**src/rtl/spi_note_transmitter.sv**
```systemverilog
// Serialises a 48-bit note packet (status/velocity, voice, tuning word) over
// mode-0 SPI, MSB first, with optional SCLK-low gaps between bytes.
module spi_note_transmitter #(
    parameter int CLK_DIV    = 4,
    parameter int GAP_CYCLES = 8
) (
    input  logic        i_clk,
    input  logic        i_reset,
    input  logic        i_note_status,
    input  logic [7:0]  i_voice_index,
    input  logic [31:0] i_tuning_code,
    input  logic [6:0]  i_velocity,
    input  logic        i_valid,
    output logic        o_ready,
    output logic        o_SPI_sclk,
    output logic        o_SPI_mosi,
    output logic        o_SPI_cs_n,
    output logic        o_done
);
    typedef enum logic [2:0] {
        IDLE     = 3'd0,
        SHIFT_LO = 3'd1,
        SHIFT_HI = 3'd2,
        GAP      = 3'd3,
        DONE     = 3'd4
    } state_t;

    localparam logic [7:0] DIV_LAST = 8'(CLK_DIV - 1);
    localparam logic [7:0] GAP_LAST = 8'(GAP_CYCLES - 1);
    localparam bit         GAP_EN   = (GAP_CYCLES != 0);

    state_t      state_q;
    logic [47:0] shreg_q;
    logic [5:0]  bit_cnt_q;
    logic [7:0]  div_cnt_q;
    logic        ready_q;
    logic        sclk_q;
    logic        mosi_q;
    logic        cs_n_q;
    logic        done_q;
    logic [47:0] frame_d;

    assign frame_d = {i_note_status, i_velocity, i_voice_index, i_tuning_code};

    // Frame sequencer: state, counters, shift register and every registered output.
    always_ff @(posedge i_clk) begin
        if (i_reset) begin
            state_q   <= IDLE;
            shreg_q   <= 48'd0;
            bit_cnt_q <= 6'd0;
            div_cnt_q <= 8'd0;
            ready_q   <= 1'b1;
            sclk_q    <= 1'b0;
            mosi_q    <= 1'b0;
            cs_n_q    <= 1'b1;
            done_q    <= 1'b0;
        end else begin
            case (state_q)
                IDLE: begin
                    if (i_valid) begin
                        state_q   <= SHIFT_LO;
                        shreg_q   <= frame_d;
                        mosi_q    <= frame_d[47];
                        bit_cnt_q <= 6'd0;
                        div_cnt_q <= 8'd0;
                        ready_q   <= 1'b0;
                        cs_n_q    <= 1'b0;
                    end
                end
                SHIFT_LO: begin
                    if (div_cnt_q == DIV_LAST) begin
                        state_q   <= SHIFT_HI;
                        sclk_q    <= 1'b1;
                        div_cnt_q <= 8'd0;
                    end else begin
                        div_cnt_q <= div_cnt_q + 8'd1;
                    end
                end
                SHIFT_HI: begin
                    if (div_cnt_q == DIV_LAST) begin
                        div_cnt_q <= 8'd0;
                        sclk_q    <= 1'b0;
                        if (bit_cnt_q == 6'd47) begin
                            state_q <= DONE;
                            done_q  <= 1'b1;
                            cs_n_q  <= 1'b1;
                            mosi_q  <= 1'b0;
                        end else begin
                            bit_cnt_q <= bit_cnt_q + 6'd1;
                            shreg_q   <= {shreg_q[46:0], 1'b0};
                            // MOSI keeps the last bit of the byte while the gap runs
                            if (GAP_EN && (bit_cnt_q[2:0] == 3'd7)) begin
                                state_q <= GAP;
                            end else begin
                                state_q <= SHIFT_LO;
                                mosi_q  <= shreg_q[46];
                            end
                        end
                    end else begin
                        div_cnt_q <= div_cnt_q + 8'd1;
                    end
                end
                GAP: begin
                    if (div_cnt_q == GAP_LAST) begin
                        state_q   <= SHIFT_LO;
                        mosi_q    <= shreg_q[47];
                        div_cnt_q <= 8'd0;
                    end else begin
                        div_cnt_q <= div_cnt_q + 8'd1;
                    end
                end
                DONE: begin
                    state_q <= IDLE;
                    done_q  <= 1'b0;
                    ready_q <= 1'b1;
                end
                default: begin
                    state_q <= IDLE;
                    ready_q <= 1'b1;
                    sclk_q  <= 1'b0;
                    mosi_q  <= 1'b0;
                    cs_n_q  <= 1'b1;
                    done_q  <= 1'b0;
                end
            endcase
        end
    end

    assign o_ready    = ready_q;
    assign o_SPI_sclk = sclk_q;
    assign o_SPI_mosi = mosi_q;
    assign o_SPI_cs_n = cs_n_q;
    assign o_done     = done_q;

endmodule

```
**config.mk**
```make
export PLATFORM = sky130hd
export DESIGN_NAME = spi_note_transmitter
export DESIGN_NICKNAME = d
export VERILOG_FILES = /design/src/rtl/spi_note_transmitter.sv
export SDC_FILE = /design/constraint.sdc
export NUM_CORES = 1
export LEC_CHECK = 0
export CORE_MARGIN = 2
export CORE_UTILIZATION = 40
export CTS_BUF_LIST = sky130_fd_sc_hd__clkbuf_8
export CTS_CLUSTER_DIAMETER = 150
export DETAILED_ROUTE_END_ITERATION = 6
export PLACE_DENSITY = 0.69
export SYNTH_ARGS = -nofsm -noshare
export SYNTH_HDL_FRONTEND = slang
export SYNTH_SLANG_ARGS = --single-unit
```
**constraint.sdc**
```tcl
create_clock -name i_clk -period 6.7 [get_ports i_clk]
set_input_delay 0.67 -clock i_clk [delete_from_list [all_inputs] [get_ports i_clk]]
set_output_delay 0.67 -clock i_clk [all_outputs]
set_load 0.005 [all_outputs]
```
==> results of run 1 <==
## worst max path at each step
| stage | startpoint | to | slack, ps | cells after the start |
|---|---|---|---|---|
| 6_report | state_q[1] | o_SPI_mosi | 3760 | 6 |
| 5_1_grt | state_q[1] | o_SPI_mosi | 3450 | 6 |
| 4_1_cts | state_q[1] | o_SPI_mosi | 3760 | 6 |
| 3_5_place_dp | i_valid | shreg_q[36] | 3630 | 6 |
| 3_3_place_gp | i_valid | shreg_q[13] | 3710 | 6 |
| 2_1_floorplan | div_cnt_q[3] | shreg_q[12] | 4560 | 7 |
## cell usage after synthesis (all sizes together)
master,number
nand2,108
dfxtp,70
nor2,65
a311oi,47
clkbuf,23
a21oi,15
buf,11
o21ai,9
nand3,7
nor3,7
nand2b,5
a211oi,4
inv,4
or2,4
or3,4
a31oi,3
and3,3
ha,3
nor4,3
xnor2,3
a32oi,2
and4,2
nand3b,2
o21a,2
or4,2
a21boi,1
a21o,1
a22o,1
a2bb2oi,1
a31o,1
a41oi,1
and3b,1
and4b,1
mux2,1
nand4,1
nor2b,1
nor4bb,1
o21bai,1
o221ai,1
o22a,1
o311ai,1
o32ai,1
o41ai,1
## tightest hold or removal path, delay by kind of cell, from the launching register on
family / cells / cell delay, ps
flip-flops: 1 / 310
AND/OR/NAND/NOR: 1 / 50
AO/OA/AOI/OAI: 1 / 50
## registers in the layout (all words and copies together) (netlist names), 3 cells and up
name       flops
state_q        3
shreg_q       48
bit_cnt_q      6
div_cnt_q      8
## kinds of logic (layout without fill, tap and decap cells)
| logic type | count (synthesis) | after routing |
|---|---|---|
| fa+ha+maj | 3 | 3 |
| compound gates | 94 | 94 |
| buf+inv | 38 | 75 |
| mux | 1 | 1 |
| xor+xnor | 3 | 3 |
| simple gates | 217 | 217 |
| flops | 70 | 70 |
## where the power goes
group / internal, mW / total (mW) / switching [mW]
registers: 0.447 / 0.465 / 0.0187
logic: 0.0659 / 0.127 / 0.0608
clock network: 0.204 / 0.357 / 0.152
## layer usage
metal	GRT usage	share of wire
met5	0	0
met4	0.0655	0.012
met3	0.0493	0.052
met2	0.257	0.44
met1	0.227	0.49
## final cells by class
class	count	area share
clock buffers	9	0.0301
clock inverters	5	0.0188
inverters	4	0.00364
multi-input cells	318	0.439
flip-flops and latches	70	0.340
well taps	105	0.0319
repair buffers	57	0.136
==> results by stage, run 1 <==
Critical path:
- The cell family contributing the most delay on the critical path is simple AND/OR/NAND/NOR gates.
- STA classifies the critical path startpoint as a flop.
- Data on the critical path is required at its endpoint by ~7000 ps.
- The critical-path cell with the highest stage delay is nor3_2.
- In this run the critical register-to-register path is captured at o_SPI_mosi.
- The number of cells on the worst reg-to-reg path is 6.
- Together, buffers and inverters on the worst path number 2.
- Data arrives at the worst endpoint at 3200 ps.
- The largest fanout of any net on the critical path is 30.
- The startpoint identified for the worst register-to-register timing path is state_q[1].
- The critical path goes through inv_1 > nor3_2 > buf_4 > nand2_1 > o22a_1 > a211oi_1.
- By startpoint and endpoint, the worst setup path is classified as reg2reg.
- Setup slack on the worst reg-to-reg path comes out at 3760 ps.
- In this design, the stage delay of the slowest critical-path cell is 880 ps.
- The category of the worst setup path capture point is a flop.

Die:
- The die covers 9160 µm².
- The effective utilization at floorplan is 0.412.
- The core region is ~8000 µm².
- The x dimension of the die is 95.7 µm.
- After floorplanning, the core was divided into 33 placement rows.
- The I/O pin count is 56.
- The die is 95.7 µm tall.

Placed design:
- Including well taps, the total number of placed cells is 554.
- At the placement stage, the worst setup path has a slack of ~3600 ps.
- The half-perimeter wire length after placement is 4850 µm.
- At the end of routability-driven placement, the weighted congestion stood at 0.842.
- The area after detailed placement is 3920 µm².
- The count of buffers added on input and output ports is 55.

Yosys:
- The flip-flop and latch count after synthesis is 70.
- Ranked by total cell area, the synthesized netlist is headed by dfxtp_1 42%, nand2_1 12%, a311oi_1 9.6%.
- The share of synthesized area in the top cell type comes to 0.417.
- The post-synthesis average cell area is between 7 and 8 µm².
- The share of synthesized cell area in and, or, nand and nor gates is 0.280.
- The largest area contributor in the synthesized netlist is dfxtp_1.
- The multiplexer share of the synthesized area is 0.00335.
- The cell area after synthesis is 3360 µm².
- For this run, the register share of the synthesized area comes to 0.417.
- The share of the synthesized area in compound gates (AO/OA/AOI/OAI) is 0.231.
- The number of nets in the synthesized netlist is 480.
- The count of distinct cell types in the synthesized netlist is 46.
- Of the total synthesized cell area, the portion taken by XOR and XNOR cells is 0.00781.
- The Yosys step of the flow raised 0 warnings.
- Synthesis handed over a netlist of 426 instances.
- By area, the combinational part of the netlist is dominated by simple AND/OR/NAND/NOR gates.
- Of the total synthesized cell area, the portion taken by full adders, half adders and majority gates is 0.0112.

Final layout:
- The number of nets at the end of the flow is about 510.
- Leaving out filler cells and counting taps, the final layout contains 568.
- Summing all flip-flop and latch instances after layout gives 1400 µm².
- The commonest non-fill, non-tap cell in the layout is nand2_1.
- The number of diodes added for antenna fixing is 0.
- The total of fill cells in the finished design is 775.
- After routing the design area is 4120 µm².
- From synthesis to final layout, the design area changed by 22.5%.
- In the final layout, the share of cells above drive strength 1 is 0.0756.
- In the layout the commonest cells are 107 x nand2_1, 70 x dfxtp_1, 65 x nor2_1.
- Summing all multi-input logic gate instances after layout gives roughly 1800 µm².
- Measured on the finished design, the core utilization comes to 0.504.

Routing:
- For this run, design rule violations remaining after detail routing come to 0.
- The violation count after the first detailed-route iteration is 221.
- The routed wire length is 7460 µm.
- The total number of vias is 3070.
- The final routed wire length divided by cell count is 13.1 µm.
- Before antenna repair, the detailed router went through 4 iterations.
- The count of nets left with antenna violations once routing finished came out at 0.
- The vias per cell is 5.40.

GRT:
- The maximum number of pins on one net before global-route repair is 96.
- The number of antenna violations at the first check in global routing is 0.
- For this run, the total global-route usage over all layers was measured as 0.169.
- The first global-routing pass estimated 12300 µm of wire.
- The number of global-route vias before repair is 2691.
- The total congestion overflow after global routing is 0.

Clock network:
- The tree is rooted in a clkbuf_8.
- The number of setup buffers added after CTS is 0.
- The level count of the clock H-tree is 3.
- Gates resized during post-CTS repair numbered 0.
- Counting the buffers created by CTS gives 9.
- The clock tree from TritonCTS is yes.
- The number of hold buffers added after cts is 0.
- For the worst-skew pair, the clock arrives at the later sink with an insertion delay of between 300 and 400 ps.
- Clock-pin slew was measured on the worst setup and hold paths at ~70 ps.
- The worst-case clock buffer depth is 2.
- Clock tree synthesis found a total of 70 sinks.

Job:
- Across the run, the number of max-cap violations was 0.

Min path:
- The path class of the tightest hold or removal check is reg2reg.
- The critical hold path startpoint is shreg_q[0].
- For hold timing, the worst endpoint is shreg_q[0].
- The number of cells on the worst hold path is 2.

STA:
- The post-route clock period utilization is 0.439.
- Final hold analysis gives a worst-case slack of 457 ps.
- The slew at the pin with the worst max-slew slack is 1090 ps.
- In this run the tightest slew margin relative to its limit is 0.268.
- The number of max-slew violations in the final report was 0.
- The count of endpoints failing hold in the final timing report came to 0.
- The time the worst path needs with I/O delays and setup is between 2000 and 3000 ps.
- The final critical-path setup slack is 3760 ps.
- The setup TNS after final layout is 0 ps.
- The final setup violation count is 0.
- The fmax is between 300 and 400 MHz.
- Setup repair after global routing left no endpoint under its margin.
- Between clock sinks in the finished design, the worst skew comes to ~10 ps.

Pwr:
- In this run the static leakage power is 1.51 nW.
- The peak ir drop on the vdd network is ~0.11 mV.
- The overall power is 949 µW.
- The total power per unit cell area is 230 nW/µm².

Outcome:
- The flow ran to the end, and the final reports show no timing, DRC or antenna violations.
Note: power is estimated with default switching activity, not from simulation.
==> run 2, diff against run 1 <==
PLACE_DENSITY = 0.71   (was 0.69)
clock period = 2.7 ns   (was 6.7 ns; I/O delays follow)
==> run 2 against run 1 <==
  * Hold slack worse by 180 ps
  * Sequential share of layout area is 0.61 points lower
  * Non-clock buffer count is 7 higher
  * Final cell count is 1.6% higher
  * Routed wire length is 2.7% higher
  * Core utilization is 0.92 points higher
  * Via count is 4.6% higher
  * Highest routed layer unchanged
==> results by stage, run 2 (synthesis results as in run 1) <==
Outcome:
- The run finished with clean final reports.

STA:
- The time the worst path needs with I/O delays and setup came to 2490 ps (-455 ps).
- Setup repair after global routing left no endpoint under its margin.
- The final setup violation count is 0 (unchanged).
- The number of max-slew violations in the final report is 0 (unchanged).
- The fmax is 402 MHz (+18%).
- The worst-case clock skew is 10.5 ps (+0.512 ps).
- The worst relative slew slack is 0.523 (+0.255).
- The final critical-path setup slack is 214 ps (-3550 ps).
- The count of endpoints failing hold in the final timing report is 0 (unchanged).
- The setup TNS after final layout is 0 ps (unchanged).
- The post-route clock period utilization came to 0.921 (+0.482).
- The slew at the pin with the worst max-slew slack is 716 ps (-376 ps).

Placed design:
- The area after detailed placement is 3980 µm² (+1.6%).
- The final estimated routing congestion in global placement is 0.791 (-6.0%).
- The half-perimeter wire length after placement is 5130 µm (+5.7%).
- The worst setup slack after placement is 253 ps (-3370 ps).
- The count of input and output buffers is 55 (unchanged).

Min path:
- The number of cells on the worst hold path is 3 (+1).
- The path with the worst hold slack has its endpoint at state_q[1].
- The path type of the worst min-delay path is in2reg.
- The critical hold path startpoint is i_reset.

GRT:
- The maximum number of pins on one net before global-route repair came to 65 (-32%).
- The number of antenna violations at the first check in global routing is 0 (unchanged).
- The number of global-route vias before repair is 2872 (+6.7%).
- The global-route wire length before repair came to 13000 µm (+5.3%).
- The aggregate global-route resource usage came to 0.176 (+0.00622).
- The total congestion overflow after global routing was 0 (unchanged).

Clock network:
- The clock slew at the register clock pins of the worst setup and hold paths is 70 ps (about the same).
- The number of hold buffers added after cts came to 0 (unchanged).
- The number of clock buffers inserted by TritonCTS was 9 (unchanged).
- The setup fix buffers added after clock tree synthesis is 0 (unchanged).
- The worst-case clock buffer depth is 2 (unchanged).
- The level count of the clock H-tree is 3 (unchanged).
- The root buffer cell chosen for the clock tree is clkbuf_8.
- The source-to-sink clock delay at the later pin of the worst-skew pair is 340 ps (about the same).
- The number of clock sinks was 70 (unchanged).
- TritonCTS built the clock tree.
- The total of cells resized after clock tree synthesis is 0 (unchanged).

Critical path:
- The category of the worst setup path capture point is a flop.
- The launching element type of the critical path is a flop.
- The worst setup path is of the reg2reg kind.
- The largest fanout of any net on the critical path came to 33 (+10%).
- The setup slack of the most critical reg-to-reg path was 210 ps (-3550 ps).
- The worst-case reg-to-reg path depth was 6 (unchanged).
- The beginning of the worst register-to-register path is div_cnt_q[3].
- The required time of the critical path was 2930 ps (-4020 ps).
- The signal arrival time at the worst endpoint was 2720 ps (-480 ps).
- The endpoint of the worst-slack reg-to-reg timing path is shreg_q[2].

Pwr:
- The overall power is 2.38 mW (+150%).
- The total power per unit cell area is 567 nW/µm² (+150%).
- The peak ir drop on the vdd network is 0.288 mV (+150%).
- The static leakage came to 1.55 nW (+2.7%).

Final layout:
- The post-layout utilization of the core is 0.513 (+0.00918).
- The largest registers in the layout are shreg_q x48, div_cnt_q x8, bit_cnt_q x6.
- The total of fill cells in the finished design is 772 (-0.39%).
- In the layout the commonest cells are 108 x nand2_1, 70 x dfxtp_1, 65 x nor2_1.
- The number of nets at the end of the flow was 521 (+1.4%).
- Compared with the post-synthesis result, the final layout area differs by 24.7%.
- The design area is 4200 µm² (+1.8%).
- The number of flip-flops in the largest register came to 48 (unchanged).
- The share of layout cells above drive strength 1 is 0.0911 (+0.0155).
- The commonest non-fill, non-tap cell in the layout is nand2_1.
- The area taken by flip-flops and latches is 1400 µm² (unchanged).
- Counting flops per register, the top entry is shreg_q.
- The number of diodes added for antenna fixing was 0 (unchanged).
- The combined area of the multi-input logic cells came to 1810 µm² (-0.14%).

Job:
- The count of maximum capacitance violations is 0 (unchanged).

Die:
- The effective utilization at floorplan is 0.412 (unchanged).
- The area of the die is 9160 µm² (unchanged).
- The standard cell core area is 8180 µm² (unchanged).
- The number of rows created at floorplan is 33 (unchanged).
- The x dimension of the die is 95.7 µm (unchanged).
- The I/O pin count is 56 (unchanged).
- The die height was 95.7 µm (unchanged).

Routing:
- The total number of vias is 3212 (+4.6%).
- The vias per cell is 5.57 (+3.0%).
- The violation count after the first detailed-route iteration is 199 (-10%).
- The final routed wire length divided by cell count is 13.3 µm (+1.1%).
- The routed wire length came to 7660 µm (+2.7%).
- The count of antenna-violating nets left after detailed routing is 0 (unchanged).
- The post-detailed-route DRC marker count is 0 (unchanged).
- The number of iterations in the first detailed-routing pass is 4 (unchanged).
-- run 2: changes by cell type in the layout (fill, tap and decap cells not counted) --
cell / change
nand2_1: +1
buf_4: +6
clkinvlp_4: +1
buf_12: +1
clkinv_2: +1
nand2_2: -1
-- run 2: metrics by stage --
step	instances	hold slack, ps
final	577	280
after global routing	577	284
after CTS	577	270
after detailed placement	561	454
after global placement	561	444
after floorplan	426	422
-- run 2: power by group --
| group | total [mW] | switching (mW) | internal, mW |
|---|---|---|---|
| logic | 0.322 | 0.153 | 0.169 |
| registers | 1.15 | 0.0466 | 1.11 |
| clock network | 0.901 | 0.386 | 0.515 |
-- run 2: worst max path at each step --
stage,start,end,slack (ps),cells past startpoint
after floorplan,div_cnt_q[3],shreg_q[12],560,7
after global placement,div_cnt_q[3],bit_cnt_q[0],360,5
after detailed placement,div_cnt_q[3],shreg_q[4],250,6
after CTS,div_cnt_q[3],shreg_q[2],230,6
after global routing,div_cnt_q[3],shreg_q[41],60,6
final,div_cnt_q[3],shreg_q[2],210,6
-- run 2: final cells by class --
class,count,share of cell area
Clock buffer,9,0.0295
Clock inverter,7,0.0215
Inverter,4,0.00358
Multi-Input combinational cell,318,0.431
Sequential cell,70,0.334
Tap cell,105,0.0313
Timing Repair Buffer,64,0.149
-- run 2: routing by layer --
layer | share of wire | up-vias | wire (µm) | GRT usage
met5 | 0 | - | 0 | 0
met1 | 0.47 | 1509 | 3620 | 0.240
met2 | 0.46 | 89 | 3500 | 0.272
met4 | 0.013 | 0 | 103 | 0.0595
met3 | 0.057 | 12 | 439 | 0.0423
li1 | - | 1602 | - | -
-- run 2: critical path, cell delays in order (launching register included) --
cell      delay [ps]
dfxtp_1          350
or4_1            650
nor4_4           490
a31o_4           250
buf_4            290
nor2_1            70
a311oi_1         270
